## src/rtl/score_pkg.sv

```systemverilog
// score_pkg
// Shared definitions for the score recorder and the score loader:
// note code width, rest code, default score RAM geometry, count-in length,
// beat counter width and the recorder state encoding.
package score_pkg;

    localparam int NOTE_W         = 4;
    localparam logic [NOTE_W-1:0] NOTE_REST = 4'h0;
    localparam int SCORE_ADDR_W   = 7;
    localparam int SCORE_DEPTH    = 128;
    localparam int COUNT_IN_BEATS = 4;
    localparam int BEAT_CNT_W     = 26;

    typedef enum logic [1:0] {
        ST_IDLE     = 2'd0,
        ST_COUNT_IN = 2'd1,
        ST_REC      = 2'd2,
        ST_DONE     = 2'd3
    } score_state_e;

endpackage

```

## src/rtl/beat_timer.sv

```systemverilog
// beat_timer
// Beat counter shared by the score recorder and the score loader.
// Counts 0..TEMPO_COUNT-1 while run is high and flags the last cycle of
// each beat.
// Ports:
//   clk, reset : clock, synchronous active-high reset
//   clear      : force the count back to 0 (takes priority over run)
//   run        : advance the count this cycle
//   beat       : high on the last cycle of a beat window (only while run)
module beat_timer
    import score_pkg::*;
#(
    parameter int TEMPO_COUNT = 65_000_000,
    parameter int CNT_W       = BEAT_CNT_W
) (
    input  logic clk,
    input  logic reset,
    input  logic clear,
    input  logic run,
    output logic beat
);

    localparam logic [CNT_W-1:0] LAST = CNT_W'(TEMPO_COUNT - 1);

    logic [CNT_W-1:0] count_q, count_d;

    assign beat = run && (count_q == LAST);

    always_comb begin
        count_d = count_q;
        if (clear) begin
            count_d = '0;
        end else if (run) begin
            count_d = beat ? '0 : count_q + 1'b1;
        end
    end

    always_ff @(posedge clk) begin
        if (reset) begin
            count_q <= '0;
        end else begin
            count_q <= count_d;
        end
    end

endmodule

```

## src/rtl/musical_score_recorder.sv

```systemverilog
// musical_score_recorder
// Captures pitch-detector notes while the player performs, quantises them
// to one note code per tempo beat and writes the codes sequentially into
// the score RAM.
// Build option: define SCORE_REC_COUNT_IN_EN to add a four-beat count-in
// (metronome ticks, no capture, no writes) before recording starts.
// Ports:
//   clk, reset          : clock, synchronous active-high reset
//   start, stop         : one-cycle pulses to begin / end a recording
//   note_in, note_valid : detected note code (0 = rest) and its qualifier
//   wr_en/addr/data     : score RAM write port, one write per beat
//   beat_tick           : metronome pulse at every beat while busy
//   busy, done          : recording (or counting in) / finished
//   song_len            : number of notes written so far
module musical_score_recorder
    import score_pkg::*;
#(
    parameter int TEMPO_COUNT = 65_000_000,
    parameter int ADDR_W      = SCORE_ADDR_W
) (
    input  logic              clk,
    input  logic              reset,
    input  logic              start,
    input  logic              stop,
    input  logic [NOTE_W-1:0] note_in,
    input  logic              note_valid,
    output logic              wr_en,
    output logic [ADDR_W-1:0] wr_addr,
    output logic [NOTE_W-1:0] wr_data,
    output logic              beat_tick,
    output logic              busy,
    output logic              done,
    output logic [ADDR_W:0]   song_len
);

    localparam int DEPTH = 1 << ADDR_W;
    localparam logic [ADDR_W:0] LAST_ADDR = (ADDR_W + 1)'(DEPTH - 1);

    score_state_e      state_q, state_d;
    logic              wr_en_q, wr_en_d;
    logic [ADDR_W-1:0] wr_addr_q, wr_addr_d;
    logic [NOTE_W-1:0] wr_data_q, wr_data_d;
    logic              beat_tick_q, beat_tick_d;
    logic              busy_q, busy_d;
    logic              done_q, done_d;
    logic [ADDR_W:0]   song_len_q, song_len_d;
    logic [NOTE_W-1:0] capture_q, capture_d;
    logic [NOTE_W-1:0] note_now;
    logic              beat;
    logic              start_ok;
`ifdef SCORE_REC_COUNT_IN_EN
    logic [1:0]        cin_q, cin_d;
`endif

    // A start is only accepted when not busy; it also restarts the beat grid.
    assign start_ok = start && !busy_q;

    beat_timer #(
        .TEMPO_COUNT (TEMPO_COUNT),
        .CNT_W       (BEAT_CNT_W)
    ) u_beat_timer (
        .clk   (clk),
        .reset (reset),
        .clear (start_ok),
        .run   (busy_q),
        .beat  (beat)
    );

    always_comb begin
        state_d     = state_q;
        wr_en_d     = 1'b0;
        beat_tick_d = 1'b0;
        wr_addr_d   = wr_addr_q;
        wr_data_d   = wr_data_q;
        busy_d      = busy_q;
        done_d      = done_q;
        song_len_d  = song_len_q;
        capture_d   = capture_q;
        // A note arriving on the beat cycle itself still belongs to this window.
        note_now    = note_valid ? note_in : capture_q;
`ifdef SCORE_REC_COUNT_IN_EN
        cin_d       = cin_q;
`endif
        case (state_q)
            ST_IDLE, ST_DONE: begin
                if (start) begin
                    wr_addr_d  = '0;
                    song_len_d = '0;
                    capture_d  = NOTE_REST;
                    done_d     = 1'b0;
                    busy_d     = 1'b1;
`ifdef SCORE_REC_COUNT_IN_EN
                    cin_d      = 2'd0;
                    state_d    = ST_COUNT_IN;
`else
                    state_d    = ST_REC;
`endif
                end
            end
`ifdef SCORE_REC_COUNT_IN_EN
            ST_COUNT_IN: begin
                beat_tick_d = beat;
                if (beat) begin
                    cin_d = cin_q + 2'd1;
                    if (cin_q == 2'(COUNT_IN_BEATS - 1)) begin
                        state_d = ST_REC;
                    end
                end
                if (stop) begin
                    state_d = ST_DONE;
                    busy_d  = 1'b0;
                    done_d  = 1'b1;
                end
            end
`endif
            ST_REC: begin
                capture_d   = note_now;
                beat_tick_d = beat;
                if (beat) begin
                    wr_en_d    = 1'b1;
                    wr_data_d  = note_now;
                    wr_addr_d  = song_len_q[ADDR_W-1:0];
                    song_len_d = song_len_q + 1'b1;
                    capture_d  = NOTE_REST;
                    // Last address written: finish with no wrap.
                    if (song_len_q == LAST_ADDR) begin
                        state_d = ST_DONE;
                        busy_d  = 1'b0;
                        done_d  = 1'b1;
                    end
                end
                // Stop drops the partial window; a coincident beat write still goes out.
                if (stop) begin
                    state_d = ST_DONE;
                    busy_d  = 1'b0;
                    done_d  = 1'b1;
                end
            end
            default: begin
                state_d = ST_IDLE;
                busy_d  = 1'b0;
            end
        endcase
    end

    always_ff @(posedge clk) begin
        if (reset) begin
            state_q     <= ST_IDLE;
            wr_en_q     <= 1'b0;
            wr_addr_q   <= '0;
            wr_data_q   <= NOTE_REST;
            beat_tick_q <= 1'b0;
            busy_q      <= 1'b0;
            done_q      <= 1'b0;
            song_len_q  <= '0;
            capture_q   <= NOTE_REST;
`ifdef SCORE_REC_COUNT_IN_EN
            cin_q       <= 2'd0;
`endif
        end else begin
            state_q     <= state_d;
            wr_en_q     <= wr_en_d;
            wr_addr_q   <= wr_addr_d;
            wr_data_q   <= wr_data_d;
            beat_tick_q <= beat_tick_d;
            busy_q      <= busy_d;
            done_q      <= done_d;
            song_len_q  <= song_len_d;
            capture_q   <= capture_d;
`ifdef SCORE_REC_COUNT_IN_EN
            cin_q       <= cin_d;
`endif
        end
    end

    assign wr_en     = wr_en_q;
    assign wr_addr   = wr_addr_q;
    assign wr_data   = wr_data_q;
    assign beat_tick = beat_tick_q;
    assign busy      = busy_q;
    assign done      = done_q;
    assign song_len  = song_len_q;

endmodule

```

## config.mk

```make
export PLATFORM = sky130hd
export DESIGN_NAME = musical_score_recorder
export DESIGN_NICKNAME = d
export VERILOG_FILES = /design/src/rtl/score_pkg.sv /design/src/rtl/beat_timer.sv /design/src/rtl/musical_score_recorder.sv
export SDC_FILE = /design/constraint.sdc
export NUM_CORES = 1
export LEC_CHECK = 0
export CAP_MARGIN = 20
export CORE_MARGIN = 4
export CORE_UTILIZATION = 49
export CTS_CLUSTER_DIAMETER = 200
export DETAILED_ROUTE_END_ITERATION = 16
export PLACE_DENSITY = 0.76
export SYNTH_ARGS = -nofsm -noshare
export SYNTH_HDL_FRONTEND = slang
export SYNTH_SLANG_ARGS = --single-unit
```

## constraint.sdc

```tcl
create_clock -name clk -period 2 [get_ports clk]
set_input_delay 0.5 -clock clk [delete_from_list [all_inputs] [get_ports clk]]
set_output_delay 0.5 -clock clk [all_outputs]
set_load 0.02 [all_outputs]
```

==> metrics.yaml, run 1 <==
clock_network:
  cts.reportedPaths.clkPinSlew_ns: 0.09
  cts_inserted_buffers: 5
  clock_sinks: 54
  clockBufferDepth: 2
  cts_root_buf: "clkbuf_8"
  cts_tree: "built"
  holdBufCountCts: 0
  cts.htree.levels: 2
  clock_insertion_delay_worst_skew_ns: 0.30
placed_design:
  numPlacedInstances: 396
  dp_hpwl_um: 4040
  gp_congestion: 0.861
  dp_slack_ns: -0.0136
  port_buffers: 31
yosys:
  synth_top_area_share_pct: 43.3
  syn_area_um2: 2500
  yosys-top-cells-count: "dfxtp_1, nor2_1, xor2_1"
  synth_nets: 285
  synth_top_cells_by_area: "dfxtp_1, xor2_1, nor2_1"
  ys_types: 46
  synth_area_per_cell_um2: 9.18
  synth_most_common_cell: "dfxtp_1"
  yosys_warnings: 0
  syn_inst: 272
  ys_seq_area_share_pct: 43.3
  synth_ff_type: "dfxtp_1"
  ys_ff_latch: 54
  yosysTopAreaCell: "dfxtp_1"
  synth_enable_flop_cells: 0
  async_reset_ff_share_pct: 0
detailed_routing:
  wl_per_cell_um: 13.4
  post-route-drc-count: 0
  detail-route-antenna-nets: 0
  drt_wl_total_um: 5430
  drtIter0Drc: 137
  avgViaCountPerCell: 5.25
  drtPass1Iterations: 4
  num_vias: 2132
setup_path:
  crit_fanout: 5
  end_kind: "flip-flop"
  cp.required_ns: 2.23
  criticalPathCategory: "reg2reg"
  start_kind: "flip-flop"
  cp.arrival_ns: 2.22
sta:
  fin_crit_ns: 1.99
  final.period_utilization_pct: 99.6
  maxClockFrequency_ghz: 0.502
  whs_ns: 0.482
  worstMarginPinSlew_ns: 0.385
  finalSetupViolations: 0
  slew_viol_final: 0
  relSlewSlack_pct: 74.2
  layout_setup_ws_ns: 0.00777
  rsz0062_at_grt: "yes"
  final_hold_viol_count: 0
  fin_skew_ns: 0.00970
grt:
  grt_max_degree: 25
  grt_use_total_pct: 17.9
  grt_first_pass_wirelength_um: 9130
  gr-total-overflow: 0
  antenna_found_initial: 0
  grt_pass1_vias: 2052
hold_path:
  hp-class: "reg2reg"
pwr:
  ir_worst_vdd_uv: 547
  p_leak_nw: 1.24
  p_per_area_nw_per_um2: 740
layout:
  antenna_cells: 0
  final_cells: 406
  finalNetCount: 351
  drive_gt1_share_pct: 19.8
  area_delta_synth_final_pct: 31.1
floorplanning:
  initial_utilization_pct: 51.8
  rows: 25
  boundaryPins: 32
  die-area_um2: 6300
  core_um2: 4820
  die_y_um: 79.4
  die_w_um: 79.4
flow_run:
  cap_violations: 0
outcome:
  status: "completed"
-- power breakdown --
group | switching, mW | internal, mW | total [mW]
clock network | 0.330 | 0.248 | 0.577
registers | 0.0278 | 1.13 | 1.16
logic | 0.373 | 0.317 | 0.690
total | 0.730 | 1.69 | 2.42
-- state kept, by name (all words and copies together) (netlist names) --
signal / count
beat_tick: 1
busy: 1
capture_q: 4
done: 1
song_len: 8
state_q: 2
u_beat_timer.count_q: 26
wr_addr: 7
wr_data: 4
-- stage by stage --
stage	setup TNS, ns	power, mW	utilization, %	cell area [um^2]
2_1_floorplan	0	1.56	-	2500
3_3_place_gp	0	1.80	64.7	3120
3_5_place_dp	-0.0246	1.82	64.7	3120
4_1_cts	-0.0367	2.39	66.5	3200
5_1_grt	-0.923	2.57	67.9	3270
6_report	0	2.42	67.9	3270
-- what timing repair did --
item / in CTS / in global routing
setup endpoints to repair: 9 / 23
setup buffers: 1 / 2
pin swaps: 1 / 5
hold endpoints to repair: 0 / 0
resized for setup: 0 / 15
-- worst max-delay path, cell delays in order (launching register included) --
cell	delay, ns
dfxtp_2	0.33
or4b_4	0.54
nor4_4	0.26
buf_4	0.19
buf_4	0.13
nand4_1	0.10
or3_1	0.31
o21ai_0	0.07
-- kinds of logic after synthesis --
group	Yosys count	share of synthesized area [%]
flip-flops	54	43.3
AO/OA/AOI/OAI	38	11.1
adder cells (fa/ha/maj)	4	2.00
XOR/XNOR	24	8.42
multiplexers	10	4.16
buffers and inverters	15	2.86
AND/OR/NAND/NOR	127	28.2
-- area by class of cell --
class	count	area [um^2]
Fill cell	400	1540
Multi-Input combinational cell	203	1390
Sequential cell	54	1080
Timing Repair Buffer	68	603
Tap cell	67	83.8
Clock buffer	6	72.6
Inverter	6	22.5
Clock inverter	2	13.8
-- routing by layer --
layer / track usage [%] / vias to the layer above / wire (um)
met4: 5.33 / 0 / 36
met2: 29.2 / 39 / 2490
met1: 23.9 / 985 / 2700
met3: 3.61 / 2 / 205
li1: - / 1106 / -
met5: 0 / - / 0
-- placed cells by master, fill, tap and decap left out, types with 7 or more instances in the layout --
master,n
nand4_1,18
nand2_1,16
nand3_1,10
a22o_1,12
nor2_1,39
mux2i_1,7
clkdlybuf4s50_1,30
xor2_1,19
buf_4,36
dfxtp_1,52
-- worst paths after layout --
path / slack, ns / cells past startpoint / from / endpoint
max: 0.008 / 7 / u_beat_timer.count_q[10]$_SDFFE_PP0P_ / song_len[4]$_SDFFE_PP0P_
min: 0.48 / 1 / wr_addr[3]$_SDFFE_PP0P_ / wr_addr[3]$_SDFFE_PP0P_
max reg2reg: 0.008 / 7 / u_beat_timer.count_q[10]$_SDFFE_PP0P_ / song_len[4]$_SDFFE_PP0P_
min reg2reg: 0.48 / 1 / wr_addr[3]$_SDFFE_PP0P_ / wr_addr[3]$_SDFFE_PP0P_
(Power assumes the default switching activity.)
==> run 2: changes to the inputs <==
- CORE_ASPECT_RATIO: not set -> 0.9
==> run 2 against run 1 <==
Against the previous run:
- maximum frequency fell by 2.0%
- largest cell class unchanged
- clock-buffer cell count unchanged
- die area is essentially flat
- clock skew decreased by 0.0039 ns
- first-iteration DRC count down 12%
- utilization fell by 2.5 points
- critical path depth shrank 1
- sequential share of layout area up 0.70 points
- sequential power barely moved
- clock power up 3%
- via count shrank 0.38%
- the run now ends with setup timing left
==> metrics.yaml, run 2 (same netlist as run 1, synthesis figures left out) <==
placed_design:
  port_buffers: 31  # unchanged
  gp_congestion: 0.842  # -2.2%
  placed_area_um2: 3080  # -1.3%
  dp_slack_ns: -0.000687  # +0.0129 ns
  dp_hpwl_um: 3960  # -2.1%
  numPlacedInstances: 389  # -1.8%
detailed_routing:
  m1WireLength_um: 2690  # -0.48%
  avgViaCountPerCell: 5.35  # +1.9%
  maxUsedRoutingLayer: "met4"
  num_vias: 2124  # -0.38%
  post-route-drc-count: 0  # unchanged
  detail-route-antenna-nets: 0  # unchanged
  dr_wl_met3_um: 223  # +8.8%
  wl_per_cell_um: 13.6  # +1.5%
  met2_length_um: 2410  # -3.3%
  drtIter0Drc: 121  # -12%
  drtPass1Iterations: 4  # unchanged
  drt_wl_total_um: 5390  # -0.74%
setup_path:
  cp.depth: 6  # -1
  cp.arrival_ns: 2.28  # +0.06 ns
  critical-path-top-delay-family: "simple AND/OR/NAND/NOR gates"
  slowest_delay_ns: 0.53  # about the same
  slowest_stage: "or4b_4"
  worstPathCellList: "or4b_4 -> nor4_4 -> buf_4 -> nand4_1 -> or4_1 -> nand3_1"
  criticalPathCategory: "reg2reg"
  cp.required_ns: 2.24  # about the same
  r2r-end: "song_len[7]$_SDFFE_PP0P_"
  crit_fanout: 8  # +3
  reg2reg_depth: 6  # -1
  reg2reg_from: "u_beat_timer.count_q[10]$_SDFFE_PP0P_"
  rrSetupSlack_ns: -0.03  # -0.04 ns
  start_kind: "flip-flop"
  end_kind: "flip-flop"
  critPathLaunch: "u_beat_timer.count_q[10]$_SDFFE_PP0P_"
  cp_num_buf_inv: 1  # -1
sta:
  relSlewSlack_pct: 64.4  # -9.8 points
  maxClockFrequency_ghz: 0.492  # -2.0%
  fin_skew_ns: 0.00575  # -0.00394 ns
  fin_crit_ns: 2.03  # +0.0414 ns
  finalSetupViolations: 1  # +1
  rsz0062_at_grt: "yes"
  layout_setup_ws_ns: -0.0336  # -0.0414 ns
  final_hold_viol_count: 0  # unchanged
  tns_ns: -0.0336  # -0.0336 ns
  slew_viol_final: 0  # unchanged
  worstMarginPinSlew_ns: 0.532  # +0.148 ns
  final.period_utilization_pct: 102  # +2.1 points
grt:
  grt_first_pass_wirelength_um: 9230  # +1.1%
  grt_pass1_vias: 2019  # -1.6%
  grt_max_degree: 25  # unchanged
  gr-total-overflow: 0  # unchanged
  grt_use_total_pct: 17.8  # -0.049 points
  antenna_found_initial: 0  # unchanged
layout:
  area_delta_synth_final_pct: 28.2
  design_area_um2: 3200  # -2.2%
  final_common_cell: "dfxtp_1"
  final_cells: 397  # -2.2%
  finalNetCount: 346  # -1.4%
  largest_register_ffs: 26  # unchanged
  top_register: "u_beat_timer.count_q"
  antenna_cells: 0  # unchanged
  drive_gt1_share_pct: 16.9  # -2.9 points
  final_cell_mix: "dfxtp_1, nor2_1, buf_4, clkdlybuf4s50_1, xor2_1"
floorplanning:
  rows: 24  # -4.0%
  initial_utilization_pct: 51.0  # -0.82 points
  die_w_um: 83.3  # +4.9%
  die-area_um2: 6300  # about the same
  boundaryPins: 32  # unchanged
  die_y_um: 75.7  # -4.6%
  core_um2: 4890  # +1.6%
clock_network:
  holdBufCountCts: 0  # unchanged
  cts.htree.levels: 2  # unchanged
  clock_insertion_delay_worst_skew_ns: 0.30  # about the same
  cts_inserted_buffers: 5  # unchanged
  cts_tree: "built"
  clockBufferDepth: 2  # unchanged
  cts.reportedPaths.clkPinSlew_ns: 0.09  # about the same
  cts_root_buf: "clkbuf_8"
  clock_sinks: 54  # unchanged
pwr:
  ir_worst_vdd_uv: 577  # +5.5%
  p_per_area_nw_per_um2: 749  # +1.2%
  total_power_mw: 2.40  # -1.0%
  p_leak_nw: 1.20  # -2.9%
outcome:
  status: "finished with violations"
  violations: "setup timing"
hold_path:
  holdPathStages: 1  # unchanged
  hp-class: "reg2reg"
  holdPathEnd: "wr_addr[1]$_SDFFE_PP0P_"
  hold_start: "wr_addr[1]$_SDFFE_PP0P_"
flow_run:
  cap_violations: 0  # unchanged
[run 2: changes by cell type in the layout (fill, tap and decap cells not counted), sizes merged]
cell    delta
clkinv     -2
buf        -5
[run 2: through the flow]
step	utilization [%]	hold slack, ns
after floorplan	-	0.449
after global placement	62.9	0.463
after detailed placement	62.9	0.467
after CTS	64.8	0.488
after global routing	65.4	0.501
final	65.4	0.486
[run 2: timing repair]
item	CTS	global route
resized for setup	2	5
pin swaps	1	2
setup endpoints to repair	3	25
buffers inserted	0	2
[run 2: area by class of cell]
class | count | area, um^2
flip-flops and latches | 54 | 1080
fillers | 396 | 1690
repair buffers | 63 | 566
multi-input cells | 203 | 1370
inverters | 6 | 22.5
well taps | 65 | 81.3
clock buffers | 6 | 82.6
[run 2: worst register-to-register path, cell delays in order, from the launching register on]
cell     delay, ns
dfxtp_2       0.33
or4b_4        0.54
nor4_4        0.28
buf_4         0.23
nand4_1       0.11
or4_1         0.42
nand3_1       0.09
[run 2: worst max-delay path by stage]
stage	endpoint
after CTS	song_len[7]$_SDFFE_PP0P_
after global routing	song_len[7]$_SDFFE_PP0P_
after detailed placement	song_len[7]$_SDFFE_PP0P_
final	song_len[7]$_SDFFE_PP0P_
after global placement	song_len[0]$_SDFFE_PP0P_
after floorplan	state_q[1]$_SDFFE_PP0P_
[run 2: where the power goes]
part	internal (mW)	switching, mW
Combinational	0.294	0.352
Sequential	1.13	0.0308
Clock	0.268	0.326
Total	1.69	0.709
[run 2: layer usage]
metal	vias to the layer above	GRT usage, %
met2	45	30.6
met4	0	4.90
met5	-	0
li1	1089	-
met3	7	3.03
met1	983	23.7
==> run 3: changes to the inputs <==
- CAP_MARGIN: 20 -> 10
- CORE_MARGIN: 4 -> not set
==> run 3 against run 2 <==
Against the previous run:
- the run still ends with setup timing left
- first-iteration DRC count down 17%
- clock-buffer cell count unchanged
- die area down 15%
- design area up 1.9%
- via count up 2.3%
- clock skew up 0.012 ns
- combinational power up 2%
- critical path depth up 1
- utilization up 1.6 points
- clock power up 22%
- sequential power about the same
==> metrics.yaml, run 3 (same netlist as run 1, synthesis figures left out) <==
outcome:
  status: "finished with violations"
  violations: "setup timing"
sta:
  final.period_utilization_pct: 100  # -1.3 points
  slew_viol_final: 0  # unchanged
  worstMarginPinSlew_ns: 0.546  # +0.0134 ns
  tns_ns: -0.0177  # +0.0159 ns
  finalSetupViolations: 4  # +3
  whs_ns: 0.483  # -0.00328 ns
  rsz0062_at_grt: "yes"
  relSlewSlack_pct: 63.5  # -0.90 points
  layout_setup_ws_ns: -0.00842  # +0.0252 ns
  fin_skew_ns: 0.0175  # +0.0117 ns
  maxClockFrequency_ghz: 0.498  # +1.3%
  fin_crit_ns: 2.01  # -0.0252 ns
  final_hold_viol_count: 0  # unchanged
setup_path:
  worstPathCellList: "or4b_4 -> nor4_4 -> buf_4 -> a21bo_2 -> a21oi_2 -> buf_6 -> mux2_2"
  critPathLaunch: "u_beat_timer.count_q[11]$_SDFFE_PP0P_"
  start_kind: "flip-flop"
  reg2reg_from: "u_beat_timer.count_q[11]$_SDFFE_PP0P_"
  r2r-end: "song_len[0]$_SDFFE_PP0P_"
  crit_fanout: 9  # +1
  endpoint: "song_len[0]$_SDFFE_PP0P_"
  cp.required_ns: 2.20  # -0.04 ns
  rrSetupSlack_ns: -0.008  # +0.03 ns
  criticalPathCategory: "reg2reg"
  slowest_delay_ns: 0.52  # about the same
  cp.arrival_ns: 2.21  # -0.07 ns
  end_kind: "flip-flop"
  slowest_stage: "or4b_4"
  reg2reg_depth: 7  # +1
floorplanning:
  core_um2: 4860  # -0.61%
  die_w_um: 77.3  # -7.2%
  rows: 24  # unchanged
  die-area_um2: 5390  # -15%
  initial_utilization_pct: 51.3  # +0.31 points
  boundaryPins: 32  # unchanged
  die_y_um: 69.7  # -7.9%
detailed_routing:
  avgViaCountPerCell: 5.41  # +1.0%
  post-route-drc-count: 0  # unchanged
  drtIter0Drc: 100  # -17%
  drtPass1Iterations: 4  # unchanged
  wl_per_cell_um: 13.5  # -0.20%
  num_vias: 2173  # +2.3%
  detail-route-antenna-nets: 0  # unchanged
  drt_wl_total_um: 5450  # +1.1%
grt:
  antenna_found_initial: 0  # unchanged
  grt_pass1_vias: 2049  # +1.5%
  gr-total-overflow: 0  # unchanged
  grt_use_total_pct: 21.3  # +3.5 points
  grt_max_degree: 25  # unchanged
  grt_first_pass_wirelength_um: 9280  # +0.52%
clock_network:
  cts.htree.levels: 2  # unchanged
  holdBufCountCts: 0  # unchanged
  clockBufferDepth: 2  # unchanged
  cts_root_buf: "clkbuf_8"
  cts_inserted_buffers: 5  # unchanged
  clock_sinks: 54  # unchanged
  clock_insertion_delay_worst_skew_ns: 0.31  # about the same
  cts.reportedPaths.clkPinSlew_ns: 0.11  # +0.02 ns
  cts_tree: "built"
layout:
  largest_register_ffs: 26  # unchanged
  utilization_pct: 67.1  # +1.6 points
  drive_gt1_share_pct: 18.1  # +1.2 points
  area_delta_synth_final_pct: 30.6
  finalNetCount: 349  # +0.87%
  top_register: "u_beat_timer.count_q"
  final_cells: 402  # +1.3%
  final_cell_mix: "dfxtp_1, nor2_1, buf_4, clkdlybuf4s50_1, xor2_1"
  final_common_cell: "dfxtp_1"
  antenna_cells: 0  # unchanged
pwr:
  ir_worst_vdd_uv: 582  # +0.90%
  combPwrFrac_pct: 25.9  # -1.1 points
  p_leak_nw: 1.23  # +2.2%
  switching_power_mw: 0.727  # +2.5%
  p_per_area_nw_per_um2: 778  # +3.9%
  power.share.clock_pct: 28.6  # +3.8 points
  switching_share_pct: 28.6  # -0.93 points
  p_int_mw: 1.81  # +7.3%
  p_seq_share_pct: 45.5  # -2.8 points
flow_run:
  cap_violations: 0  # unchanged
placed_design:
  dp_slack_ns: 0.00312  # +0.00380 ns
  port_buffers: 31  # unchanged
  dp_hpwl_um: 3960  # +0.23%
  numPlacedInstances: 393  # +1.0%
  gp_congestion: 0.863  # +2.4%
hold_path:
  hp-class: "reg2reg"
[run 3: how the worst min path moves through the flow]
| stage | from | endpoint | depth (start not counted) |
|---|---|---|---|
| 2_1_floorplan | capture_q[0]$_SDFFE_PP0P_ | capture_q[0]$_SDFFE_PP0P_ | 1 |
| 3_3_place_gp | wr_addr[1]$_SDFFE_PP0P_ | wr_addr[1]$_SDFFE_PP0P_ | 1 |
| 3_5_place_dp | capture_q[1]$_SDFFE_PP0P_ | capture_q[1]$_SDFFE_PP0P_ | 1 |
| 4_1_cts | capture_q[3]$_SDFFE_PP0P_ | capture_q[3]$_SDFFE_PP0P_ | 1 |
| 5_1_grt | wr_addr[1]$_SDFFE_PP0P_ | wr_addr[1]$_SDFFE_PP0P_ | 1 |
| 6_report | wr_addr[1]$_SDFFE_PP0P_ | wr_addr[1]$_SDFFE_PP0P_ | 1 |
[run 3: area by class of cell]
cell class | count | area, um^2
fillers | 417 | 1600
multi-input cells | 203 | 1360
flip-flops and latches | 54 | 1080
repair buffers | 66 | 604
well taps | 65 | 81.3
clock buffers | 6 | 72.6
clock inverters | 2 | 37.5
inverters | 6 | 22.5
[run 3: metal layers]
layer	GRT usage, %	routed length, um
met1	29.1	2690
met2	33.7	2530
met3	4.21	186
met4	6.71	39
met5	0	0
[run 3: power groups by stage]
stage / Sequential, mW / Clock (mW) / Combinational [mW]
2_1_floorplan: 1.20 / 0 / 0.360
3_3_place_gp: 1.18 / 0 / 0.626
3_5_place_dp: 1.18 / 0 / 0.631
4_1_cts: 1.16 / 0.746 / 0.641
5_1_grt: 1.16 / 0.784 / 0.722
6_report: 1.16 / 0.725 / 0.658
[run 3: repair_timing]
item / 4_1_cts / 5_1_grt
buffers inserted: 1 / 0
gates cloned: 0 / 0
resized for setup: 3 / 6
hold endpoints to repair: 0 / 0
endpoints found under the setup margin: 3 / 27
pin swaps: 1 / 0
[run 3: critical path: cells and delay by family, from the launching register on]
| kind | cells | cell delay [ns] |
|---|---|---|
| AOI/OAI and AO/OA | 2 | 0.20 |
| buffers and inverters | 2 | 0.32 |
| DFF | 1 | 0.34 |
| muxes | 1 | 0.25 |
| and+or+nand+nor | 2 | 0.78 |
[run 3: stage by stage]
| step | total power [mW] | cell area (um^2) |
|---|---|---|
| after floorplan | 1.56 | 2500 |
| after global placement | 1.81 | 3110 |
| after detailed placement | 1.81 | 3110 |
| after CTS | 2.54 | 3250 |
| after global routing | 2.67 | 3260 |
| final | 2.54 | 3260 |
